**config.mk**
```make
export PLATFORM = sky130hd
export DESIGN_NAME = machine_timer_flat
export DESIGN_NICKNAME = d
export VERILOG_FILES = /design/src/rtl/machine_timer_pkg.sv /design/src/rtl/machine_timer_if.sv /design/src/rtl/machine_timer_prescaler.sv /design/src/rtl/machine_timer.sv /design/src/flat_wrapper.sv
export SDC_FILE = /design/constraint.sdc
export NUM_CORES = 1
export LEC_CHECK = 0
export BUFFER_PORTS_ARGS = -buffer_cell sky130_fd_sc_hd__buf_2
export CAP_MARGIN = 20
export CORE_MARGIN = 2
export CORE_UTILIZATION = 57
export CTS_BUF_LIST = sky130_fd_sc_hd__clkbuf_4
export DETAILED_ROUTE_END_ITERATION = 6
export PLACE_DENSITY = 0.76
export SLEW_MARGIN = 0
export SYNTH_ARGS = -nofsm -noshare
export SYNTH_HDL_FRONTEND = slang
export SYNTH_SLANG_ARGS = --single-unit
```
**constraint.sdc**
```tcl
create_clock -name clk -period 7.8 [get_ports clk]
set_clock_uncertainty 0.1 [all_clocks]
set_input_delay 2.34 -clock clk [delete_from_list [all_inputs] [get_ports clk]]
set_output_delay 2.34 -clock clk [all_outputs]
set_load 0.05 [all_outputs]
```
**src/rtl/machine_timer_pkg.sv**
```systemverilog
// Shared definitions for the memory-mapped machine timer: register word map,
// CTRL bit positions and the default compare reset value.
package machine_timer_pkg;

   typedef enum logic [2:0] {
      REG_MTIME_LO = 3'd0,
      REG_MTIME_HI = 3'd1,
      REG_CMP_LO   = 3'd2,
      REG_CMP_HI   = 3'd3,
      REG_CTRL     = 3'd4,
      REG_STATUS   = 3'd5,
      REG_RSVD6    = 3'd6,
      REG_RSVD7    = 3'd7
   } reg_e;

   localparam int unsigned CTRL_EN = 0;
   localparam int unsigned CTRL_IE = 1;

   localparam logic [63:0] CMP_RESET_DEFAULT = 64'hFFFF_FFFF_FFFF_FFFF;

endpackage

```
**src/rtl/machine_timer_if.sv**
```systemverilog
// Word-oriented data-memory bus slice seen by the machine timer.
interface machine_timer_if;

   logic        bus_sel;
   logic [4:0]  bus_addr;
   logic        bus_we;
   logic        bus_re;
   logic [31:0] bus_wdata;
   logic [31:0] bus_rdata;
   logic        bus_rvalid;

   modport master (
      output bus_sel, bus_addr, bus_we, bus_re, bus_wdata,
      input  bus_rdata, bus_rvalid
   );

   modport slave (
      input  bus_sel, bus_addr, bus_we, bus_re, bus_wdata,
      output bus_rdata, bus_rvalid
   );

endinterface

```
**src/rtl/machine_timer_prescaler.sv**
```systemverilog
// Clock divider for mtime: pulses tick once every PRESCALE enabled cycles.
module timer_prescaler #(
   parameter int unsigned PRESCALE = 1
) (
   input  logic clk,
   input  logic rst,
   input  logic en,
   input  logic clr,
   output logic tick
);

   localparam logic [15:0] LAST = 16'(PRESCALE - 1);

   logic [15:0] count;

   assign tick = en && (count == LAST);

   // Clearing dominates so a software write to mtime restarts a full period.
   always_ff @(posedge clk) begin
      if (rst) begin
         count <= '0;
      end else if (clr) begin
         count <= '0;
      end else if (en) begin
         count <= tick ? 16'd0 : count + 16'd1;
      end
   end

endmodule

```
**src/rtl/machine_timer.sv**
```systemverilog
// RISC-V machine timer: 64-bit mtime/mtimecmp with CTRL/STATUS registers,
// latency-1 registered reads and a registered level interrupt.
module machine_timer
   import machine_timer_pkg::*;
#(
   parameter int unsigned PRESCALE  = 1,
   parameter logic [63:0] CMP_RESET = CMP_RESET_DEFAULT
) (
   input  logic           clk,
   input  logic           rst,
   machine_timer_if.slave bus,
   output logic           timer_interrupt
);

   reg_e        sel_reg;
   logic        wr;
   logic        rd;
   logic        mtime_wr;
   logic        tick;
   logic        pend;
   logic [63:0] mtime;
   logic [63:0] mtimecmp;
   logic        en;
   logic        ie;
   logic [31:0] hi_shadow;
   logic [31:0] rd_mux;
   logic [31:0] rdata_p1;
   logic        rvalid_p1;
   logic        irq_p1;
   logic        unused_addr;

   // Byte lanes are not supported; only whole words are addressed.
   assign unused_addr = ^bus.bus_addr[1:0];

   assign sel_reg  = reg_e'(bus.bus_addr[4:2]);
   assign wr       = bus.bus_sel & bus.bus_we;
   assign rd       = bus.bus_sel & bus.bus_re;
   assign mtime_wr = wr && (sel_reg == REG_MTIME_LO || sel_reg == REG_MTIME_HI);
   assign pend     = (mtime >= mtimecmp);

   timer_prescaler #(
      .PRESCALE (PRESCALE)
   ) u_prescaler (
      .clk  (clk),
      .rst  (rst),
      .en   (en),
      .clr  (mtime_wr),
      .tick (tick)
   );

   // A software write to either half suppresses the increment entirely.
   always_ff @(posedge clk) begin
      if (rst) begin
         mtime <= '0;
      end else if (wr && sel_reg == REG_MTIME_LO) begin
         mtime[31:0] <= bus.bus_wdata;
      end else if (wr && sel_reg == REG_MTIME_HI) begin
         mtime[63:32] <= bus.bus_wdata;
      end else if (tick) begin
         mtime <= mtime + 64'd1;
      end
   end

   always_ff @(posedge clk) begin
      if (rst) begin
         mtimecmp <= CMP_RESET;
         en       <= 1'b0;
         ie       <= 1'b0;
      end else if (wr) begin
         case (sel_reg)
            REG_CMP_LO: mtimecmp[31:0]  <= bus.bus_wdata;
            REG_CMP_HI: mtimecmp[63:32] <= bus.bus_wdata;
            REG_CTRL: begin
               en <= bus.bus_wdata[CTRL_EN];
               ie <= bus.bus_wdata[CTRL_IE];
            end
            default: ;
         endcase
      end
   end

   always_comb begin
      rd_mux = '0;
      case (sel_reg)
         REG_MTIME_LO: rd_mux = mtime[31:0];
         REG_MTIME_HI: rd_mux = hi_shadow;
         REG_CMP_LO:   rd_mux = mtimecmp[31:0];
         REG_CMP_HI:   rd_mux = mtimecmp[63:32];
         REG_CTRL:     rd_mux = {30'd0, ie, en};
         REG_STATUS:   rd_mux = {31'd0, pend};
         default:      rd_mux = '0;
      endcase
   end

   // Stage p1: registered read response, upper-half snapshot and interrupt.
   always_ff @(posedge clk) begin
      if (rst) begin
         rdata_p1  <= '0;
         rvalid_p1 <= 1'b0;
         hi_shadow <= '0;
         irq_p1    <= 1'b0;
      end else begin
         rvalid_p1 <= rd;
         irq_p1    <= pend & ie;
         if (rd) begin
            rdata_p1 <= rd_mux;
            if (sel_reg == REG_MTIME_LO) begin
               hi_shadow <= mtime[63:32];
            end
         end
      end
   end

   assign bus.bus_rdata   = rdata_p1;
   assign bus.bus_rvalid  = rvalid_p1;
   assign timer_interrupt = irq_p1;

endmodule
```
**src/flat_wrapper.sv**
```systemverilog
// flat-port wrapper written by rule: the top's interface ports become plain ports
module machine_timer_flat import machine_timer_pkg::*;
#(
   parameter int unsigned PRESCALE  = 1,
   parameter logic [63:0] CMP_RESET = CMP_RESET_DEFAULT
)
  (clk, rst, timer_interrupt, bus_bus_sel, bus_bus_addr, bus_bus_we, bus_bus_re, bus_bus_wdata, bus_bus_rdata, bus_bus_rvalid);
  machine_timer_if bus_i ();
  input  logic clk;
  input  logic rst;
  output logic timer_interrupt;
  input wire logic [$bits(bus_i.bus_sel)-1:0] bus_bus_sel;
  input wire logic [$bits(bus_i.bus_addr)-1:0] bus_bus_addr;
  input wire logic [$bits(bus_i.bus_we)-1:0] bus_bus_we;
  input wire logic [$bits(bus_i.bus_re)-1:0] bus_bus_re;
  input wire logic [$bits(bus_i.bus_wdata)-1:0] bus_bus_wdata;
  output wire logic [$bits(bus_i.bus_rdata)-1:0] bus_bus_rdata;
  output wire logic [$bits(bus_i.bus_rvalid)-1:0] bus_bus_rvalid;
  assign bus_i.bus_sel = bus_bus_sel;
  assign bus_i.bus_addr = bus_bus_addr;
  assign bus_i.bus_we = bus_bus_we;
  assign bus_i.bus_re = bus_bus_re;
  assign bus_i.bus_wdata = bus_bus_wdata;
  assign bus_bus_rdata = bus_i.bus_rdata;
  assign bus_bus_rvalid = bus_i.bus_rvalid;
  machine_timer #(.PRESCALE(PRESCALE), .CMP_RESET(CMP_RESET)) u_core (.clk(clk), .rst(rst), .bus(bus_i), .timer_interrupt(timer_interrupt));
endmodule
```
* After elaboration in Yosys (flattened, before gate mapping)
Index checks and enable logic that the tools add are counted.
** Cells by class
- Mux-type cells :: 6
- Eq/ne operators :: 6
- Order comparisons :: 1
- Add/sub/neg operators :: 2
- Bitwise logic cells :: 4
- Reductions and logical operators :: 16
** Operators with widths (number)
- case mux 32 bit (6 select lines) :: 1
- two-way mux 32 bit :: 3
- adder 64 x 1 -> 64 bit (second input constant) :: 1
- greater-or-equal comparator 64 bit :: 1
- two-way mux 64 bit :: 1
- adder 16 x 1 -> 16 bit (second input constant) :: 1
- logical NOT 16 bit :: 1
- two-way mux 16 bit :: 1
- AND reduction 2 bit :: 6
- equality test 3 x 2 -> 1 bit (second input constant) :: 2
- equality test 3 bit (second input constant) :: 2
- logical AND 1 bit :: 4
- nonzero test 2 bit :: 2
- bitwise AND 1 bit :: 3
- equality test 3 x 1 -> 1 bit (second input constant) :: 1
- logical NOT 3 bit :: 1
- inequality test 2 x 1 -> 1 bit (second input constant) :: 1
- OR reduction 2 bit :: 1
- logical OR 1 bit :: 1
- NOT 1 bit :: 1
** Word-level totals
- Output and inout port bits :: 34
- Register bits after elaboration :: 212

* Longest topological paths before layout
- Depth after elaboration :: 5
- Mapped depth :: 10
- Gate-level depth less buffers :: 9

* By module
A second synthesis with hierarchy kept.
** Second synthesis, totals
- Cells, all modules :: 1382
- Area total of the unflattened synthesis :: 11265.8 um2
** By module, submodules not included
- machine_timer :: cells an instance 1292, seq. area each 3923.8 um2, times used 1, area an instance 10422.5 um2
- timer_prescaler :: cells an instance 90, seq. area each 320.3 um2, times used 1, area an instance 843.3 um2

* Worst setup path after synthesis
Ideal clock, no wire load.
- Path type :: in2reg
- Start point :: input port bus_bus_addr[2]
- End point :: register u_core.mtime[51]
- Setup slack :: 3.575 ns
- Arrival :: 4.050 ns
- Cell stages on the path :: 8
- Required time :: 7.626 ns
- Cell sequence :: buf_2 -> nor3b_1 -> nand3_1 -> a21bo_2 -> nor2_1 -> nand3_1 -> or3_1 -> a31oi_1
** Between the ends
- Longest elaborated chain between the ends :: 4
- Elaborated cells between the ends (all ways) :: 8
- Those cells by class :: eq/ne (1); mux (1); bitwise (1); reduce/logical (5)
** RTL lines
- from (decl) :: line flat_wrapper.sv:13 : input wire logic [$bits(bus_i.bus_addr)-1:0] bus_bus_addr;
- equality test 3 x 1 -> 1 bit / logical NOT 3 bit (equally long branches) :: line machine_timer.sv:57, machine_timer.sv:55
- logical AND 1 bit, on equally long branches :: line machine_timer.sv:57, machine_timer.sv:55
- nonzero test 2 bit (no source line) / NOT 1 bit (equally long branches)
- AND reduction 2 bit (no source line)
- to (signal assigned) :: line machine_timer.sv:58 : mtime[63:32] <= bus.bus_wdata;
- to (signal assigned) :: line machine_timer.sv:60 : mtime <= mtime + 64'd1;
- to (decl) :: line machine_timer.sv:21 : logic [63:0] mtime;
Parallel ways exist; a longest one is shown, timed or not.
A chain may end at the register's enable or synchronous reset.

* Worst setup path in the final report
Same ends and word-level chain as after synthesis.

==> results by stage <==
Critical path:
- The critical path is of the primary input to register type.
- The startpoint type of the worst setup path is a primary input.
- On the worst path, the slowest cell contributes a delay of 500 ps.
- The cell family with the largest share of critical-path delay is simple AND/OR/NAND/NOR gates.
- The critical path buffer and inverter count is 2.
- Along the worst path, the maximum fanout reaches 31.
- STA puts the critical path data arrival time at 5050 ps.
- The signal on the critical path passes through buf_2 -> nor3b_2 -> nand3_1 -> buf_4 -> a21bo_2 -> nor2_1 -> nand3_1 -> or3_1 -> a31oi_1.
- Among all stages on the critical path, the largest delay is contributed by nor2_1.
- The cell that appears most often on the critical path is nand3_1.
- STA classifies the critical path endpoint as a register.
- For the worst setup path, the data required time is 8340 ps.

Route:
- Summing over every cut layer, the via total after detailed routing is 10.75k.
- The number of nets with antenna violations after detailed routing is 0.
- The first TritonRoute pass finished after 7 iterations.
- The detailed-route wire length per cell is 18.28 µm.
- The final wirelength is 31.91 mm.
- After detailed routing, the number of remaining DRC violations is 1.
- Using the TritonRoute via totals, the vias-per-cell ratio works out to 6.156.
- The starting DRC count in detailed routing is 1071.

Clocking:
- The clock sink total is 212.
- The post-CTS setup-driven buffer insertion count is 0.
- The cell sitting at the root of the clock tree is a clkbuf_4.
- The clock tree buffer depth is 3.
- The clock-pin transition on the worst setup and hold timing paths is 70 ps.
- Buffers inserted during clock tree synthesis total 56.
- The number of buffers added to fix hold violations after cts is 0.
- After clock tree synthesis, the repair step resized 0 gates.
- Clock latency on the worst-skew pair, taken at its later pin, is 710 ps.
- The TritonCTS clock tree is built.
- The H-tree depth is 2.

Floorplan:
- The total area inside the core boundary comes to 19330 µm².
- During I/O placement, the number of pins put on the boundary was 76.
- The die extent in x is 144.1 µm.
- The total number of placement rows is 51.
- Once the floorplan was initialized, standard cells occupied 57.89% of the core.
- The die covers 20770 µm².
- The height of the die is 144.1 µm.

Yosys:
- The largest family of logic cells by synthesized area is compound AO/OA/AOI/OAI gates.
- The multiplexer share of the synthesized area is 0.5589%.
- The number of enable-type register cells in the synthesized netlist is 0.
- The biggest area contributor in the post-synthesis netlist is dfxtp_1.
- For this run, the leading register cell type out of synthesis is dfxtp_1.
- After synthesis the cells add up to 11190 µm².
- The number of nets in the synthesized netlist is 1492.
- By area the synthesized netlist is led by dfxtp_1, ha_1, a21oi_1, nand2_1, o211ai_1.
- Summing the areas of all and, or, nand and nor instances in the mapped netlist gives 20.42% of the synthesized area.
- The sequential fraction of the synthesis area is 37.92%.
- The synthesized-area fraction occupied by ao, oa, aoi and oai cells is 24.42%.
- After Yosys synthesis, XOR and XNOR cells account for 3.208% of the synthesized area.
- The adder-cell area share of the yosys netlist is 7.489%.
- During synthesis, Yosys emitted a total of 0 warnings.
- Counting every instance in the synthesized netlist gives 1383.
- A synthesized cell averages 8.093 µm².
- The share of synthesized registers carrying an async set or reset is 0%.
- The count of distinct cell types in the synthesized netlist is 75.
- The fraction of synthesized cell area taken by the top area cell type is 37.92%.
- The register bit total from synthesis is 212.

Run status:
- The flow ran to the end, but the final reports show violations.
- The checks that failed: design-rule violations.

Global routing:
- The first global-routing pass estimated 50.85 mm of wire.
- The maximum number of pins on one net before global-route repair is 68.
- The global routing usage summed across all routing layers is 30.54%.
- The via count of the first global-routing pass is 9937.
- The global-route congestion overflow total is 0.
- The initial antenna violation count is 1.

Final layout:
- Cells with a size suffix above 1 make up 14.66% of the layout.
- After filler insertion, the fill cell instance count of the layout stands at 1713.
- Relative to the synthesized area, the layout overhead comes to 11.21%.
- In the final design database the tool counted 1552 nets.
- The final instance area is 12450 µm².

Pwr:
- The clock network is responsible for 43.7% of the overall power.
- The worst-case IR drop observed on VDD is 112.5 µV.
- Internal power comes to 1.687 mW.
- The share of total power dissipated in combinational logic is 7.1%.
- The switching share of total power is 25.80%.
- The sequential share of power is 49.2%.
- The switching power is 0.5865 mW.
- In this run the power density over the cells is 182.6 nW/µm².
- For this design the static power due to leakage is 5.287 nW.

STA:
- Setup slack on the critical path of the routed design comes to 3290 ps.
- The final period demand of the worst path is 4510 ps.
- Setup repair after global routing left no endpoint under its margin.
- The final-report max-slew violation count came to 0.
- The worst pin sits at a relative slew slack of 24.06%.
- In the final timing run, aggregate negative setup slack is 0 ps.
- The portion of the clock cycle consumed by the worst path in the final layout is 57.82%.
- The total count of hold-check failures in the final report is 0.
- Setup violations remaining at the end of the flow were counted as 0.
- The slew at the pin with the worst max-slew slack is 1130 ps.
- The fmax is 0.2217 GHz.

Placement:
- The congestion estimate from routability-driven global placement came to 0.9109.
- The detailed placement HPWL is 21.03 mm.
- The pre-CTS setup slack is 2043 ps.
- The instance area after placement is 11660 µm².
- Input and output buffers added on the ports amount to 73.

Run:
- The max-capacitance violation count is 0.

Hold path:
- The path class of the tightest hold or removal check is register to register.
## sequential cells by signal, summed over array words and instances (netlist names)
name                      cells
u_core.bus.bus_rvalid         1
u_core.hi_shadow             32
u_core.en                     1
u_core.u_prescaler.count     16
u_core.ie                     1
u_core.timer_interrupt        1
u_core.mtime                 64
u_core.mtimecmp              64
u_core.bus.bus_rdata         32
## worst register-to-register path: cells and delay by family (launching register included)
| kind | cells | cell delay, ps |
|---|---|---|
| flops | 1 | 340 |
| buf+inv | 1 | 100 |
| simple gates | 5 | 2400 |
| compound gates | 1 | 230 |
| fa+ha+maj | 1 | 160 |
| xor+xnor | 1 | 90 |
## routing by layer
layer	vias up	GRT usage [%]	wire length [µm]
met5	-	0	0
met2	474	48.20	14160
met1	5052	42.30	14160
met4	0	11.65	918
li1	5152	-	-
met3	71	4.702	2666
## layout make-up
cell class	count	area [µm²]	area share, %
well taps	265	331.6	2.664
flip-flops and latches	212	4244	34.09
clock inverters	7	53.80	0.4322
multi-input cells	1001	6304	50.64
clock buffers	88	660.6	5.307
diodes	1	2.502	0.02010
inverters	77	289.0	2.322
repair buffers	95	563.0	4.523
## Yosys cell counts (all sizes together), types with 4 or more instances
cell	instances
nor4b	4
and2	4
ha	67
xnor2	20
a21oi	142
xor2	21
or3	8
nand3	38
inv	77
a21o	21
a31oi	14
o211ai	63
nor3b	5
mux2i	4
a211oi	37
nor2	117
clkbuf	69
o21ai	39
nand2	182
a311oi	6
buf	24
dfxtp	212
nor3	18
a22oi	62
and3	18
nor2b	7
and4	9
nor4	11
nand4	39
## path summary, 6_finish.rpt
check | from | end | slack, ps | cells after the start
setup / recovery | bus_bus_addr[2] | u_core.mtime[51]$_SDFFE_PP0P_ | 3290 | 9
hold / removal | u_core.hi_shadow[24]$_SDFFE_PP0P_ | u_core.hi_shadow[24]$_SDFFE_PP0P_ | 360 | 2
setup reg to reg | u_core.u_prescaler.count[0]$_SDFFE_PP0P_ | u_core.mtime[16]$_SDFFE_PP0P_ | 4330 | 9
hold reg to reg | u_core.hi_shadow[24]$_SDFFE_PP0P_ | u_core.hi_shadow[24]$_SDFFE_PP0P_ | 360 | 2
## layout by cell type (no fill, tap or decap), types with 36 or more instances in the layout
| master | instances |
|---|---|
| nand3_1 | 36 |
| clkbuf_4 | 88 |
| inv_1 | 76 |
| nand2_1 | 182 |
| dfxtp_1 | 212 |
| nand4_1 | 38 |
| o211ai_1 | 63 |
| nor2_1 | 117 |
| ha_1 | 67 |
| a22oi_1 | 62 |
| buf_2 | 73 |
| a21oi_1 | 142 |
| a211oi_1 | 36 |
## per-stage QoR
stage	power (mW)	cells	utilization, %	hold slack [ps]
6_report	2.273	1746	64.38	360.1
5_1_grt	2.363	1746	64.38	375.0
4_1_cts	2.281	1740	64.02	356.9
3_5_place_dp	1.300	1645	60.32	347.8
3_3_place_gp	1.296	1645	60.32	342.4
2_1_floorplan	1.242	1383	-	333.3
## power groups by stage
stage	logic, mW	registers, mW	clock network (mW)
after floorplan	0.0889	1.15	0
after global placement	0.155	1.14	0
after detailed placement	0.157	1.14	0
after CTS	0.158	1.12	1.00
after global routing	0.176	1.12	1.07
final	0.162	1.12	0.993
## cells by family (layout without fill, tap and decap cells)
kind of cell / after synthesis / in the layout
other: 0 / 1
AND/OR/NAND/NOR: 470 / 470
XOR/XNOR: 41 / 41
flip-flops: 212 / 212
adder cells (fa/ha/maj): 67 / 67
AO/OA/AOI/OAI: 418 / 418
buffers and inverters: 170 / 267
multiplexers: 5 / 5
Power figures use the tool's default switching activity.
